<file path="config.mk">
export PLATFORM = sky130hd
export DESIGN_NAME = spi_share
export DESIGN_NICKNAME = d
export VERILOG_FILES = /design/src/rtl/spi_share_pkg.sv /design/src/rtl/spi_share_slot.sv /design/src/rtl/spi_share.sv
export SDC_FILE = /design/constraint.sdc
export NUM_CORES = 1
export LEC_CHECK = 0
export BUFFER_PORTS_ARGS = -buffer_cell sky130_fd_sc_hd__buf_2
export CELL_PAD_IN_SITES_DETAIL_PLACEMENT = 1
export CELL_PAD_IN_SITES_GLOBAL_PLACEMENT = 2
export CORE_MARGIN = 1.5
export CORE_UTILIZATION = 30
export CTS_BUF_LIST = sky130_fd_sc_hd__clkbuf_8
export CTS_CLUSTER_DIAMETER = 60
export DETAILED_ROUTE_END_ITERATION = 10
export PLACE_DENSITY = 0.71
export SETUP_SLACK_MARGIN = 0.3
export SLEW_MARGIN = 20
export SYNTH_ARGS = -nofsm -noshare
export SYNTH_HDL_FRONTEND = slang
export SYNTH_SLANG_ARGS = --single-unit
export TNS_END_PERCENT = 20
</file>
<file path="constraint.sdc">
create_clock -name cpu_clock -period 2.35 [get_ports cpu_clock]
set_input_delay 0.47 -clock cpu_clock [delete_from_list [all_inputs] [get_ports cpu_clock]]
set_output_delay 0.47 -clock cpu_clock [all_outputs]
set_load 0.01 [all_outputs]
</file>
<file path="src/rtl/spi_share_pkg.sv">
// Shared definitions for the spi_share block: requester IDs, arbiter state
// encoding and the per-requester SCLK half-period helpers.
package spi_share_pkg;

  localparam logic [1:0] REQ_SD   = 2'd0;
  localparam logic [1:0] REQ_MC   = 2'd1;
  localparam logic [1:0] REQ_MD   = 2'd2;
  localparam logic [1:0] REQ_NONE = 2'd3;

  localparam int NUM_REQ = 3;

  typedef enum logic [1:0] {
    IDLE  = 2'd0,
    SHIFT = 2'd1,
    DONE  = 2'd2
  } state_t;

  // MP3 control runs at 1, 2, 4 or 8 cycles per SCLK half-period.
  function automatic logic [3:0] mc_half(input logic [1:0] speed);
    return 4'd1 << speed;
  endfunction

  function automatic logic [3:0] md_half(input logic halfspeed);
    return halfspeed ? 4'd2 : 4'd1;
  endfunction

endpackage

</file>
<file path="src/rtl/spi_share_slot.sv">
// One requester's request slot: a byte plus full/active flags. Defining
// SPI_SHARE_PENDQ_EN adds a second queued entry behind the head.
module spi_share_slot
  import spi_share_pkg::*;
(
  input  logic       cpu_clock,
  input  logic       rst_n,
  input  logic       start,
  input  logic [7:0] din,
  input  logic       grant,
  input  logic       done,
  output logic       pending,
  output logic [7:0] data,
  output logic       rdy
);

  logic       v0, act;
  logic [7:0] b0;
  logic       n_v0, n_act;
  logic [7:0] n_b0;
`ifdef SPI_SHARE_PENDQ_EN
  logic       v1, n_v1;
  logic [7:0] b1, n_b1;
`endif

  always_comb begin
    // NOTE: every variable gets a default before any branch; a path that
    // leaves one unassigned would infer a latch.
    n_v0  = v0;
    n_b0  = b0;
    n_act = act;
`ifdef SPI_SHARE_PENDQ_EN
    n_v1  = v1;
    n_b1  = b1;
`endif
    if (grant) n_act = 1'b1;
    if (done) begin
      n_act = 1'b0;
`ifdef SPI_SHARE_PENDQ_EN
      n_v0 = v1;
      n_b0 = b1;
      n_v1 = 1'b0;
`else
      n_v0 = 1'b0;
`endif
    end
    // The free happens first, so a strobe on the done edge refills the slot.
    if (start) begin
      if (!n_v0) begin
        n_v0 = 1'b1;
        n_b0 = din;
      end
`ifdef SPI_SHARE_PENDQ_EN
      else if (!n_v1) begin
        n_v1 = 1'b1;
        n_b1 = din;
      end
`endif
    end
  end

  always_ff @(posedge cpu_clock or negedge rst_n) begin
    // NOTE: state registers use non-blocking assignments so every flop
    // samples its pre-edge inputs regardless of block ordering.
    if (!rst_n) begin
      v0  <= 1'b0;
      b0  <= 8'h00;
      act <= 1'b0;
      rdy <= 1'b1;
`ifdef SPI_SHARE_PENDQ_EN
      v1  <= 1'b0;
      b1  <= 8'h00;
`endif
    end else begin
      v0  <= n_v0;
      b0  <= n_b0;
      act <= n_act;
`ifdef SPI_SHARE_PENDQ_EN
      v1  <= n_v1;
      b1  <= n_b1;
      rdy <= ~(n_v0 | n_v1);
`else
      rdy <= ~n_v0;
`endif
    end
  end

  assign pending = v0 & ~act;
  assign data    = b0;

endmodule

</file>
<file path="src/rtl/spi_share.sv">
// Fixed-priority (MD > MC > SD) sharing of one mode-0 SPI shift engine.
// Optional two-entry request queues per requester: define SPI_SHARE_PENDQ_EN.
module spi_share
  import spi_share_pkg::*;
#(
  parameter int SD_HALF = 1
) (
  input  logic       cpu_clock,
  input  logic       rst_n,
  input  logic       sd_start,
  input  logic       mc_start,
  input  logic       md_start,
  input  logic [7:0] sd_din,
  input  logic [7:0] mc_din,
  input  logic [7:0] md_din,
  input  logic       md_halfspeed,
  input  logic [1:0] mc_speed,
  output logic [7:0] sd_dout,
  output logic [7:0] mc_dout,
  output logic       sd_rdy,
  output logic       mc_rdy,
  output logic       md_rdy,
  output logic       spi_sck,
  output logic       spi_mosi,
  input  logic       spi_miso,
  output logic [1:0] spi_sel
);

  localparam logic [3:0] SD_HALF_W = 4'(SD_HALF);

  state_t     state;
  logic [7:0] shreg;
  logic [2:0] half_m1, cnt, bit_cnt;

  logic [NUM_REQ-1:0] grant, done, pending;
  logic [7:0] sd_data, mc_data, md_data;
  logic [1:0] gnt_id;
  logic [7:0] gnt_data;
  logic [3:0] gnt_half, gnt_half_m1;

  spi_share_slot u_sd (
    .cpu_clock, .rst_n, .start(sd_start), .din(sd_din),
    .grant(grant[REQ_SD]), .done(done[REQ_SD]),
    .pending(pending[REQ_SD]), .data(sd_data), .rdy(sd_rdy)
  );

  spi_share_slot u_mc (
    .cpu_clock, .rst_n, .start(mc_start), .din(mc_din),
    .grant(grant[REQ_MC]), .done(done[REQ_MC]),
    .pending(pending[REQ_MC]), .data(mc_data), .rdy(mc_rdy)
  );

  spi_share_slot u_md (
    .cpu_clock, .rst_n, .start(md_start), .din(md_din),
    .grant(grant[REQ_MD]), .done(done[REQ_MD]),
    .pending(pending[REQ_MD]), .data(md_data), .rdy(md_rdy)
  );

  // Grant only from IDLE; the half-period is frozen into half_m1 at grant.
  always_comb begin
    gnt_id   = REQ_NONE;
    gnt_data = 8'hFF;
    gnt_half = 4'd1;
    if (state == IDLE) begin
      if (pending[REQ_MD]) begin
        gnt_id   = REQ_MD;
        gnt_data = md_data;
        gnt_half = md_half(md_halfspeed);
      end else if (pending[REQ_MC]) begin
        gnt_id   = REQ_MC;
        gnt_data = mc_data;
        gnt_half = mc_half(mc_speed);
      end else if (pending[REQ_SD]) begin
        gnt_id   = REQ_SD;
        gnt_data = sd_data;
        gnt_half = SD_HALF_W;
      end
    end
  end

  assign gnt_half_m1 = gnt_half - 4'd1;
  assign grant = {gnt_id == REQ_MD, gnt_id == REQ_MC, gnt_id == REQ_SD};
  assign done  = (state == DONE) ? {spi_sel == REQ_MD, spi_sel == REQ_MC, spi_sel == REQ_SD}
                                 : 3'b000;

  always_ff @(posedge cpu_clock or negedge rst_n) begin
    if (!rst_n) begin
      state    <= IDLE;
      spi_sel  <= REQ_NONE;
      spi_sck  <= 1'b0;
      spi_mosi <= 1'b1;
      shreg    <= 8'h00;
      half_m1  <= 3'd0;
      cnt      <= 3'd0;
      bit_cnt  <= 3'd0;
      sd_dout  <= 8'hFF;
      mc_dout  <= 8'hFF;
    end else begin
      case (state)
        IDLE: begin
          if (gnt_id != REQ_NONE) begin
            state    <= SHIFT;
            spi_sel  <= gnt_id;
            shreg    <= gnt_data;
            spi_mosi <= gnt_data[7];
            half_m1  <= gnt_half_m1[2:0];
            cnt      <= 3'd0;
            bit_cnt  <= 3'd0;
            spi_sck  <= 1'b0;
          end
        end
        SHIFT: begin
          if (cnt == half_m1) begin
            cnt <= 3'd0;
            if (!spi_sck) begin
              spi_sck <= 1'b1;
            end else begin
              // End of the high phase: capture miso, present the next bit.
              spi_sck <= 1'b0;
              shreg   <= {shreg[6:0], spi_miso};
              if (bit_cnt == 3'd7) begin
                state    <= DONE;
                spi_mosi <= 1'b1;
              end else begin
                spi_mosi <= shreg[6];
                bit_cnt  <= bit_cnt + 3'd1;
              end
            end
          end else begin
            cnt <= cnt + 3'd1;
          end
        end
        DONE: begin
          if (spi_sel == REQ_SD) sd_dout <= shreg;
          if (spi_sel == REQ_MC) mc_dout <= shreg;
          state   <= IDLE;
          spi_sel <= REQ_NONE;
        end
        default: begin
          state   <= IDLE;
          spi_sel <= REQ_NONE;
        end
      endcase
    end
  end

endmodule
</file>
==> flow_metrics.env <==
export IMPL_antenna_found_initial=0
export IMPL_rsz0062_at_grt="yes"
export IMPL_power_density_nw_per_um2=930
export IMPL_synthMuxAreaShare=0.143
export IMPL_postRouteAntennaNets=0
export IMPL_crit_arrival_ns=2.15
export IMPL_synth_fp_nets=322
export IMPL_synth_area_top_cells="dfrtp_1 38%, dfstp_2 17%, mux2_2 13%, nand2_1 4.2%, o211ai_1 3.6%"
export IMPL_instances_no_fill=493
export IMPL_maxCapViolCount=0
export IMPL_syn_cell_area_um2=3310
export IMPL_synth_top_family_by_area="multiplexers"
export IMPL_final_nets=385
export IMPL_die_area_um2=11700
export IMPL_ctsHtreeMaxLevel=3
export IMPL_crit_type="reg -> reg"
export IMPL_fin_crit_sh=0.814
export IMPL_synth_common_cells="50 x dfrtp_1, 39 x mux2_2, 37 x nand2_1, 22 x dfstp_2, 16 x o211ai_1"
export IMPL_yosysWarnings=0
export IMPL_viasPerCell=4.91
export IMPL_max_slew_margin=0.623
export IMPL_num_rows=38
export IMPL_tns_ns=0
export IMPL_fmax_ghz=0.523
export IMPL_cts_buffers=9
export IMPL_worstMarginPinSlew_ns=0.561
export IMPL_wl_mm=8.31
export IMPL_cp_required_ns=2.59
export IMPL_drt_first_pass_iters=4
export IMPL_async_flop_share=1.00
export IMPL_syn_instance_count=285
export IMPL_ys_flop_type="dfrtp_1"
export IMPL_post_route_worst_setup_slack_ns=0.438
export IMPL_synth_distinct_cells=43
export IMPL_synth_simple_area_share=0.141
export IMPL_postLayoutCellArea_um2=3970
export IMPL_dpl_cell_area_um2=3780
export IMPL_core_region_area_um2=10800
export IMPL_n_antenna_cell=0
export IMPL_synth_seq_cells=72
export IMPL_yosysTopAreaCellShare=0.379
export IMPL_synth_fa_ha_area_frac=0.0151
export IMPL_dp_cells=477
export IMPL_finalSetupViolCount=0
export IMPL_synthToLayoutAreaGrowth_pct=20.1
export IMPL_total_power_mw=3.69
export IMPL_synth_edf_count=0
export IMPL_wl_per_cell_um=16.9
export IMPL_leakage_nw=1.91
export IMPL_drive_above_1_share=0.425
export IMPL_path_max_fanout=15
export IMPL_clockRootBuffer="clkbuf_8"
export IMPL_drcViolationCount=0
export IMPL_dp_hpwl_mm=6.00
export IMPL_track_usage=0.156
export IMPL_yosysMostFrequentCell="dfrtp_1"
export IMPL_dr_total_vias=2423
export IMPL_cts_sinks=72
export IMPL_grt_pass1_vias=2626
export IMPL_dp_slack_ns=0.327
export IMPL_synth_compound_area_frac=0.108
export IMPL_hold_class="in -> async"
export IMPL_grt_first_pass_wirelength_mm=13.7
export IMPL_critPathCaptureType="flip-flop"
export IMPL_io_pins=56
export IMPL_yosys_area_top_type="dfrtp_1"
export IMPL_clockBufferDepth=2
export IMPL_die_w_um=108
export IMPL_clk_latency_ns=0.35
export IMPL_numPortBuffers=55
export IMPL_die_y_um=108
export IMPL_post_route_min_period_ns=1.91
export IMPL_irDropWorstVdd_mv=0.260
export IMPL_start_util=0.306
export IMPL_timing_clock_skew_ns=0.00552
export IMPL_holdBufCountCts=0
export IMPL_hold_viol=0
export IMPL_overflow=0
export IMPL_startpoint_type="flip-flop"
export IMPL_ys_seq_area_frac=0.553
export IMPL_drt_iter0_drc=118
export IMPL_status="finished, final reports clean"
export IMPL_cts_tree="done"
export IMPL_grt_start_max_net_pins=73
export IMPL_syn_avg_cell_area_um2=11.6
export IMPL_clk_pin_slew_ns=0.08
export IMPL_slew_viol_final=0
export IMPL_synth_xor_area_share=0.0106
export IMPL_finalWeightedCongestion=0.780
==> stage by stage <==
step	hold WS, ns	util
global route	0.142	0.368
finish	0.122	0.368
detailed placement	0.449	0.350
floorplan	0.174	-
global placement	0.448	0.350
CTS	0.146	0.366
==> per-layer routing <==
| metal | up-vias | wire [µm] | track usage |
|---|---|---|---|
| li1 | 1142 | - | - |
| met2 | 44 | 4300 | 0.270 |
| met4 | 0 | 123 | 0.0526 |
| met5 | - | 0 | 0 |
| met1 | 1224 | 3580 | 0.191 |
| met3 | 13 | 305 | 0.0368 |
==> cell families after synthesis <==
logic type / count (synthesis)
AO/OA/AOI/OAI: 46
XOR/XNOR: 4
flip-flops: 72
multiplexers: 42
AND/OR/NAND/NOR: 95
adder cells (fa/ha/maj): 4
buffers and inverters: 22
==> worst max-delay path, stage by stage (launching register included) <==
cell	delay [ns]
dfrtp_1	0.66
nand2b_1	0.24
nor3_1	0.09
o21ai_2	0.40
mux2_2	0.39
==> report_power, final <==
group / switching, mW / total (mW) / internal [mW]
clock: 0.489 / 0.869 / 0.380
combinational: 0.622 / 1.15 / 0.525
sequential: 0.224 / 1.67 / 1.45
==> final cells by class <==
| cell class | instances | area [µm²] |
|---|---|---|
| well taps | 140 | 175 |
| clock inverters | 7 | 48.8 |
| clock buffers | 9 | 124 |
| flip-flops and latches | 72 | 1830 |
| fillers | 1213 | 6820 |
| inverters | 9 | 33.8 |
| multi-input cells | 191 | 1400 |
| repair buffers | 65 | 363 |
==> cells in the final DEF (no fill, tap or decap), types with 2 or more instances in the layout <==
master and count:
dfstp_2 22, o21bai_1 2, a21oi_1 6, nand3_1 8, dfrtp_1 50, nor3_1 12, and2_1 2, mux2_2 39
a31oi_1 3, clkbuf_8 9, buf_4 9, o22ai_1 2, clkinvlp_4 4, o211ai_1 16, buf_2 55, mux2_1 3
nand2b_1 7, nand3b_1 2, clkinv_2 2, nor2_1 12, xnor2_1 3, nand4_1 2, o21ai_0 5, a221o_1 3
ha_1 4, nand2_1 37, inv_1 9, nor2b_1 3, and3_1 3
==> path summary, 6_finish.rpt <==
check,slack [ns],from,depth (start not counted),end
setup / recovery,0.44,state[0]$_DFFE_PN0P_,4,u_mc.data[1]$_DFFE_PN0P_
hold / removal,0.12,rst_n,2,half_m1[1]$_DFFE_PN0P_
setup reg to reg,0.44,state[0]$_DFFE_PN0P_,4,u_mc.data[1]$_DFFE_PN0P_
hold reg to reg,0.46,sd_dout[5]$_DFFE_PN1P_,2,sd_dout[5]$_DFFE_PN1P_
max in group asynchronous,1.86,rst_n,2,mc_dout[1]$_DFFE_PN1P_
min in group cpu_clock,0.35,sd_din[5],2,u_sd.data[5]$_DFFE_PN0P_
==> flip-flops by register name, indices dropped and copies added (netlist names), 3 cells and up <==
register   flops
cnt            3
shreg          8
mc_dout        8
u_sd.data      8
u_md.data      8
u_mc.data      8
half_m1        3
bit_cnt        3
sd_dout        8
==> repair_timing <==
item,in CTS,in global routing
resized for setup,0,2
endpoints found under the setup margin,0,17
endpoints found under the hold margin,0,0
buffers inserted,0,0
(Power assumes the default switching activity.)
